**src/rtl/uart_tx_fifo.sv**
```systemverilog
// uart_tx_fifo: byte FIFO in front of a UART transmitter.
// Bytes from the host write port are buffered and launched one at a time
// as a one-cycle start pulse with the byte held on uart_txin. After the
// transmitter reports txdone, a fixed guard gap elapses before the next launch.
module uart_tx_fifo #(
   parameter int DEPTH      = 16,
   parameter int AW         = 4,
   parameter int GAP_CYCLES = 4
) (
   input  logic          clk,
   input  logic          rst,
   input  logic          wr_en,
   input  logic [7:0]    wr_data,
   output logic          full,
   output logic          empty,
   output logic [AW:0]   count,
   output logic          overflow,
   output logic          busy,
   output logic          uart_start,
   output logic [7:0]    uart_txin,
   input  logic          uart_txdone
);

   localparam int            GW         = (GAP_CYCLES > 1) ? $clog2(GAP_CYCLES) : 1;
   localparam logic [GW-1:0] GAP_LAST   = GW'(GAP_CYCLES - 1);
   localparam logic [AW:0]   COUNT_FULL = (AW + 1)'(DEPTH);
   localparam logic [AW:0]   COUNT_ZERO = (AW + 1)'(0);
   localparam logic [AW:0]   COUNT_ONE  = (AW + 1)'(1);
   localparam logic [AW-1:0] PTR_ONE    = AW'(1);

   typedef enum logic [1:0] {
      S_IDLE = 2'd0,
      S_WAIT = 2'd1,
      S_GAP  = 2'd2
   } state_t;

   logic [7:0]    mem_r [DEPTH];
   logic [AW-1:0] wr_ptr_r;
   logic [AW-1:0] rd_ptr_r;
   logic [AW:0]   count_r;
   logic          full_r;
   logic          empty_r;
   logic          overflow_r;

   state_t        state_r;
   logic [GW-1:0] gap_cnt_r;
   logic          start_r;
   logic [7:0]    txin_r;
   logic          busy_r;

   logic          push_s;
   logic          pop_s;
   logic [AW:0]   count_next_s;

   // Accept/launch decisions use only registered flags, so a write while full
   // is dropped even when a launch frees a slot on the same edge.
   always_comb begin
      push_s       = wr_en && !full_r;
      pop_s        = (state_r == S_IDLE) && !empty_r;
      count_next_s = count_r;
      if (push_s && !pop_s) begin
         count_next_s = count_r + COUNT_ONE;
      end else if (pop_s && !push_s) begin
         count_next_s = count_r - COUNT_ONE;
      end else begin
         count_next_s = count_r;
      end
   end

   // Storage array: written on accepted pushes, not cleared by reset.
   always_ff @(posedge clk) begin
      if (push_s && !rst) begin
         mem_r[wr_ptr_r] <= wr_data;
      end
   end

   // FIFO bookkeeping: wrapping pointers, occupancy, registered flags, sticky overflow.
   always_ff @(posedge clk) begin
      if (rst) begin
         wr_ptr_r   <= '0;
         rd_ptr_r   <= '0;
         count_r    <= COUNT_ZERO;
         full_r     <= 1'b0;
         empty_r    <= 1'b1;
         overflow_r <= 1'b0;
      end else begin
         if (push_s) begin
            wr_ptr_r <= wr_ptr_r + PTR_ONE;
         end
         if (pop_s) begin
            rd_ptr_r <= rd_ptr_r + PTR_ONE;
         end
         count_r    <= count_next_s;
         full_r     <= (count_next_s == COUNT_FULL);
         empty_r    <= (count_next_s == COUNT_ZERO);
         overflow_r <= overflow_r | (wr_en && full_r);
      end
   end

   // Pacing FSM: launch from IDLE, wait for txdone, then count out the guard gap.
   always_ff @(posedge clk) begin
      if (rst) begin
         state_r   <= S_IDLE;
         gap_cnt_r <= '0;
         start_r   <= 1'b0;
         txin_r    <= 8'h00;
         busy_r    <= 1'b0;
      end else begin
         case (state_r)
            S_IDLE: begin
               if (pop_s) begin
                  txin_r  <= mem_r[rd_ptr_r];
                  start_r <= 1'b1;
                  busy_r  <= 1'b1;
                  state_r <= S_WAIT;
               end else begin
                  start_r <= 1'b0;
                  busy_r  <= 1'b0;
               end
            end
            S_WAIT: begin
               start_r <= 1'b0;
               busy_r  <= 1'b1;
               if (uart_txdone) begin
                  gap_cnt_r <= '0;
                  state_r   <= S_GAP;
               end
            end
            S_GAP: begin
               start_r <= 1'b0;
               if (gap_cnt_r == GAP_LAST) begin
                  gap_cnt_r <= '0;
                  busy_r    <= 1'b0;
                  state_r   <= S_IDLE;
               end else begin
                  gap_cnt_r <= gap_cnt_r + GW'(1);
                  busy_r    <= 1'b1;
               end
            end
            default: begin
               gap_cnt_r <= '0;
               start_r   <= 1'b0;
               busy_r    <= 1'b0;
               state_r   <= S_IDLE;
            end
         endcase
      end
   end

   assign full       = full_r;
   assign empty      = empty_r;
   assign count      = count_r;
   assign overflow   = overflow_r;
   assign busy       = busy_r;
   assign uart_start = start_r;
   assign uart_txin  = txin_r;

endmodule
```
**config.mk**
```make
export PLATFORM = sky130hd
export DESIGN_NAME = uart_tx_fifo
export DESIGN_NICKNAME = d
export VERILOG_FILES = /design/src/rtl/uart_tx_fifo.sv
export SDC_FILE = /design/constraint.sdc
export NUM_CORES = 1
export LEC_CHECK = 0
export ABC_AREA = 0
export CELL_PAD_IN_SITES_DETAIL_PLACEMENT = 0
export CELL_PAD_IN_SITES_GLOBAL_PLACEMENT = 2
export CORE_MARGIN = 1.5
export CORE_UTILIZATION = 48
export CTS_CLUSTER_SIZE = 28
export DETAILED_ROUTE_END_ITERATION = 8
export GPL_TIMING_DRIVEN = 0
export PLACE_DENSITY = 0.79
export SLEW_MARGIN = 20
export SYNTH_ARGS = -nofsm -noshare
export SYNTH_HDL_FRONTEND = slang
export SYNTH_SLANG_ARGS = --single-unit
```
**constraint.sdc**
```tcl
create_clock -name clk -period 3.1 [get_ports clk]
set_input_delay 0.465 -clock clk [delete_from_list [all_inputs] [get_ports clk]]
set_output_delay 0.465 -clock clk [all_outputs]
set_load 0.01 [all_outputs]
```
# Word level (Yosys, flattened, before mapping)
# Memory sizes are Yosys's and may differ from the RTL's. A register that Yosys moved wholly into a read port is not among the register bits.
# Index checks and enable logic that the tools add are counted.
dict set report op_classes {
  add_sub_neg 5
  eq_ne 7
  mux 14
  n_bitwise 2
  n_reduce_logical 17
}
# operator n
set op_table {}
lappend op_table {{$pmux W2 S3} 2}
lappend op_table {{$mux W2} 5}
lappend op_table {{$mux W5} 2}
lappend op_table {{$add A4 B1 Y4 const B} 2}
lappend op_table {{$logic_and A1 B1 Y1} 6}
lappend op_table {{$ne A2 B2 Y1 const B} 3}
lappend op_table {{$add A5 B1 Y5 const B} 1}
lappend op_table {{$eq A5 B5 Y1 const B} 1}
lappend op_table {{$logic_not A1 Y1} 5}
lappend op_table {{$logic_not A5 Y1} 1}
lappend op_table {{$sub A5 B1 Y5 const B} 1}
lappend op_table {{$eq A2 B2 Y1 const B} 2}
lappend op_table {{$mux W1} 4}
lappend op_table {{$reduce_and A2 Y1} 2}
lappend op_table {{$pmux W1 S3} 1}
lappend op_table {{$reduce_and A3 Y1} 1}
lappend op_table {{$add A2 B1 Y2 const B} 1}
lappend op_table {{$eq A2 B1 Y1 const B} 1}
lappend op_table {{$logic_not A2 Y1} 1}
lappend op_table {{$reduce_or A2 Y1} 1}
lappend op_table {{$not A1 Y1} 1}
lappend op_table {{$or A1 B1 Y1} 1}
dict set report word_totals {
  reg_bits 22
  mem_bits_rw 128
  input_bits 12
  out_inout_bits 18
  elab_cells 56
  mem_count 1
}
# name words word_bits rd rd_ports_with_merged_regs write_ports line_no
set mem_list {}
lappend mem_list {mem_r 16 8 1 1 1 37} ;# logic [7:0] mem_r [DEPTH];

# Logic depth before layout (Yosys ltp)
dict set report depth {
  word_depth 7
  ltp_mapped 7
  ltp_nobuf 7
}

# Worst setup path after synthesis
# OpenSTA, ideal clock, no wires.
dict set report synth_path {
  kind {reg-to-reg}
  from {reg count_r[0] (netlist: count[0])}
  to {reg empty_r (netlist: empty)}
  setup_time_ns 0.116
  arrival_ns 1.787
  t_required_ns 2.984
  slack_ns 1.197
  stages_incl_launch_ff 8
  n_path_buf 0
  period_less_slack_ns 1.903
  cell_sequence {dfxtp_1 > inv_1 > ha_1 > or4b_1 > nor4_2 > a311oi_2 > or2_1 > a41o_1}
}
dict set report synth_between {
  elab_chain_cells 4
  word_cells_on_any_way 5
  cone_classes {add/sub (2); mux (2); reduce/logical (1)}
}
# element line_no
set synth_lines {}
lappend synth_lines {{start: declaration} 40} ;# logic [AW:0] count_r;
lappend synth_lines {{start signal: assignment} 93} ;# count_r <= count_next_s;
lappend synth_lines {{$sub A5 B1 Y5} 64} ;# count_next_s = count_r - COUNT_ONE;
lappend synth_lines {{$mux W5} 63} ;# end else if (pop_s && !push_s) begin
lappend synth_lines {{$mux W5 (*)} 61} ;# if (push_s && !pop_s) begin
lappend synth_lines {{$logic_not A5 Y1 (*)} 95} ;# empty_r <= (count_next_s == COUNT_ZERO);
lappend synth_lines {{end signal: assignment} 95}
lappend synth_lines {{end: declaration} 42} ;# logic empty_r;
# Every way passes the cells marked *; elsewhere a longest branch is shown, timed or not.
# A chain may end at the register's enable or synchronous reset.

# Final worst setup path
dict set report layout_path {
  from {in wr_en}
  to {mem mem_r[11][4] (enable)}
}
dict set report layout_between {
  elab_chain_cells 4
}
# element line_no
set layout_lines {}
lappend layout_lines {{start: declaration} 12} ;# input logic wr_en,
lappend layout_lines {{$logic_and A1 B1 Y1} 58} ;# push_s = wr_en && !full_r;
lappend layout_lines {{$logic_and A1 B1 Y1} 72} ;# if (push_s && !rst) begin
lappend layout_lines {{$mux W1} 72}
lappend layout_lines {{$mux W1 (not written as such)} 73} ;# mem_r[wr_ptr_r] <= wr_data;
lappend layout_lines {{end: declaration} 37}
# Every way passes these cells.

==> impl_metrics.py <==
metrics = {
    "global_routing": {
        "antenna_found_initial": 0,
        "grt_overflow": 0,
        "grt_pass1_vias": 3262,
        "grt_usage_pct": 20.0,
        "grt_max_degree": 17,
        "grt_pass1_wl_um": 18700,
    },
    "min_path": {
        "hold_end": "overflow",
        "hold_depth": 2,
        "min_path_type": "flop to flop",
        "hp-start": "overflow",
    },
    "yosys": {
        "yosysSeqAreaShare_pct": 71.9,
        "synth_flop_cell": "edfxtp_1",
        "yosys_register_bits": 158,
        "ys_async_sr_fraction_pct": 0,
        "syn_nets": 381,
        "yosysWarnings": 0,
        "synth_edf_count": 128,
        "synthCells": 361,
        "ys_types": 43,
        "synth.cell_area_um2": 6180,
        "avgSynthCellArea_um2": 17.1,
    },
    "floorplanning": {
        "start_util_pct": 49.2,
        "rows": 41,
        "dieHeight_um": 116,
        "coreArea_um2": 12600,
        "ios": 30,
        "die_w_um": 116,
        "dieArea_um2": 13600,
    },
    "timing": {
        "fin_tns_setup_ns": 0,
        "hold_viol": 0,
        "max_slew_margin_pct": 36.3,
        "fin_crit_ns": 2.57,
        "setup_ws_ns": 0.531,
        "final_max_slew_viol_count": 0,
        "fin_skew_ns": 0.00660,
        "tightest_slew_ns": 0.952,
        "rsz0062_at_grt": "false",
        "max_freq_ghz": 0.389,
        "setup_viol": 0,
        "period_share_pct": 82.9,
    },
    "finish": {
        "fillers": 989,
        "post-route-util_pct": 57.7,
        "nNetsFinal": 429,
        "fin_cells": 593,
        "syn2layout_area_growth_pct": 17.3,
        "antenna_cells": 0,
        "final_area_um2": 7250,
        "drive_gt1_share_pct": 16.4,
    },
    "power_and_ir_drop": {
        "combPwrFrac_pct": 21.9,
        "p_leak_nw": 2.34,
        "peakVddDrop_v": 0.000698,
        "power_density_nw_per_um2": 794,
        "internal_power_w": 0.00426,
        "switching_share_pct": 26.0,
        "p_sw_w": 0.00149,
        "clock_power_share_pct": 34.5,
        "seqPwrFrac_pct": 43.6,
    },
    "clocking": {
        "cts_buffers": 17,
        "clock_latency_ns": 0.42,
        "path_clk_slew_ns": 0.06,
        "cts_resized": 0,
        "cts_setup_buffers": 0,
        "cts_tree": "yes",
        "clk_path_buf_depth": 2,
        "root_buffer": "clkbuf_16",
        "cts_sinks": 158,
        "cts_hold_buf": 0,
        "htreeDepth": 4,
    },
    "routing": {
        "drtIter0Drc": 192,
        "drt-vias-per-instance": 5.45,
        "drt-pass1-iter-count": 5,
        "ant_nets": 0,
        "wirelength_um": 12100,
        "routedWlPerCell_um": 20.4,
        "vias": 3230,
        "route.detailed.drc": 0,
    },
    "setup_path": {
        "start_kind": "primary input",
        "r2r_cells": 7,
        "critical_path_class": "primary input to flop",
        "arrival_ns": 2.61,
        "rrSetupSlack_ns": 0.71,
        "crit_fanout": 10,
        "r2r_start": "rd_ptr_r[1]",
        "cp-end-kind": "flop",
        "cp_data_required_time_ns": 3.14,
        "r2r-end": "uart_txin[5]",
    },
    "place": {
        "pre_cts_ws_ns": 0.118,
        "placed_area_um2": 6690,
        "dp_hpwl_um": 8110,
        "placed_cells": 562,
        "numPortBuffers": 29,
        "gp_congestion": 0.784,
    },
    "outcome": {
        "outcome": "completed",
    },
    "flow_run": {
        "drv_cap": 0,
    },
}
==> placed cells by master, fill, tap and decap left out, types with 2 or more instances in the layout <==
| cell type | synthesis | final |
|---|---|---|
| nand4_1 | 2 | 2 |
| clkbuf_1 | 5 | 8 |
| a31oi_1 | 2 | 2 |
| and3_1 | 2 | 2 |
| xor2_1 | 6 | 6 |
| clkbuf_16 | 0 | 17 |
| clkinv_1 | 0 | 5 |
| nor2b_1 | 4 | 4 |
| nor3_2 | 2 | 2 |
| nor2_1 | 42 | 42 |
| nand3b_1 | 3 | 3 |
| inv_1 | 5 | 5 |
| nand2_1 | 13 | 13 |
| ha_1 | 8 | 8 |
| bufinv_16 | 0 | 3 |
| buf_2 | 3 | 3 |
| clkinv_2 | 0 | 3 |
| a22o_1 | 2 | 2 |
| edfxtp_1 | 128 | 128 |
| a21oi_1 | 23 | 23 |
| a22oi_1 | 16 | 16 |
| mux4_2 | 32 | 32 |
| buf_1 | 6 | 6 |
| dfxtp_1 | 30 | 30 |
| and2_1 | 2 | 2 |
| xnor2_1 | 3 | 3 |
| buf_4 | 2 | 2 |
| clkdlybuf4s50_1 | 0 | 29 |
==> cell type report <==
type / count / area, um^2 / area share, %
buffer: 17 / 76.3 / 1.05
sequential: 158 / 4440 / 61.3
timing repair buffer: 29 / 290 / 4.01
clock buffer: 20 / 437 / 6.03
clock inverter: 11 / 124 / 1.71
tap: 172 / 215 / 2.97
multi-input combinational: 181 / 1640 / 22.6
inverter: 5 / 18.8 / 0.259
==> through the flow <==
stage	power [W]	hold WS, ns
global placement	0.00380	0.454
detailed placement	0.00382	0.466
global route	0.00601	0.503
CTS	0.00580	0.480
finish	0.00575	0.476
floorplan	0.00337	0.458
==> power groups by stage <==
stage                     combinational (W)  sequential, W  clock (W)
final                               0.00126        0.00251    0.00199
after global placement              0.00125        0.00254          0
after floorplan                    0.000802        0.00256          0
after global routing                0.00138        0.00252    0.00211
after detailed placement            0.00126        0.00255          0
after CTS                           0.00127        0.00251    0.00202
==> cell usage after synthesis (2+ instances only) <==
library cell  instances  area share (%)
clkbuf_1              5            0.30
buf_1                 6            0.36
nor3_2                2            0.32
nand4_1               2            0.20
buf_2                 3            0.24
edfxtp_1            128              62
nand2_1              13            0.79
a21oi_1              23             1.9
xor2_1                6            0.85
mux4_2               32              12
buf_4                 2            0.24
dfxtp_1              30             9.7
nor2b_1               4            0.40
nor2_1               42             2.6
ha_1                  8             1.6
a31oi_1               2            0.20
a22oi_1              16             1.9
and3_1                2            0.20
and2_1                2            0.20
a22o_1                2            0.28
nand3b_1              3            0.36
inv_1                 5            0.30
xnor2_1               3            0.43
==> cell families after synthesis <==
kind of cell,after synthesis,share of synthesized area (%)
buf+inv,22,1.54
fa+ha+maj,8,1.62
flops,158,71.9
mux,32,11.7
compound gates,49,5.18
xor+xnor,9,1.28
simple gates,83,6.80
==> state kept, by name (all words and copies together), names as in the netlist, 2 cells and up <==
signal,flops
state_r,2
wr_ptr_r,4
gap_cnt_r,2
rd_ptr_r,4
uart_txin,8
mem_r,128
count,5
==> metal layers <==
| metal | GRT usage (%) | wire length, um | share of wire [%] | vias to the layer above |
|---|---|---|---|---|
| li1 | - | - | - | 1512 |
| met1 | 28.9 | 5830 | 48 | 1652 |
| met2 | 29.8 | 5680 | 47 | 53 |
| met3 | 5.60 | 385 | 3.2 | 13 |
| met4 | 6.67 | 166 | 1.4 | 0 |
| met5 | 0 | 0 | 0 | - |
==> worst max-delay path by stage <==
| stage | startpoint | to | cells after the start |
|---|---|---|---|
| floorplan | count[0] | empty | 7 |
| global placement | wr_en | mem_r[15][5] | 5 |
| detailed placement | wr_en | mem_r[8][6] | 5 |
| CTS | wr_en | mem_r[8][0] | 5 |
| global route | wr_en | mem_r[9][3] | 5 |
| finish | wr_en | mem_r[11][4] | 5 |
==> critical path, cell delays in order <==
cell and delay, ns:
clkdlybuf4s50_1 0.51, nor2b_1 0.38, buf_2 0.29, nand2_1 0.20, nor2_1 0.75
Power figures use the tool's default switching activity.
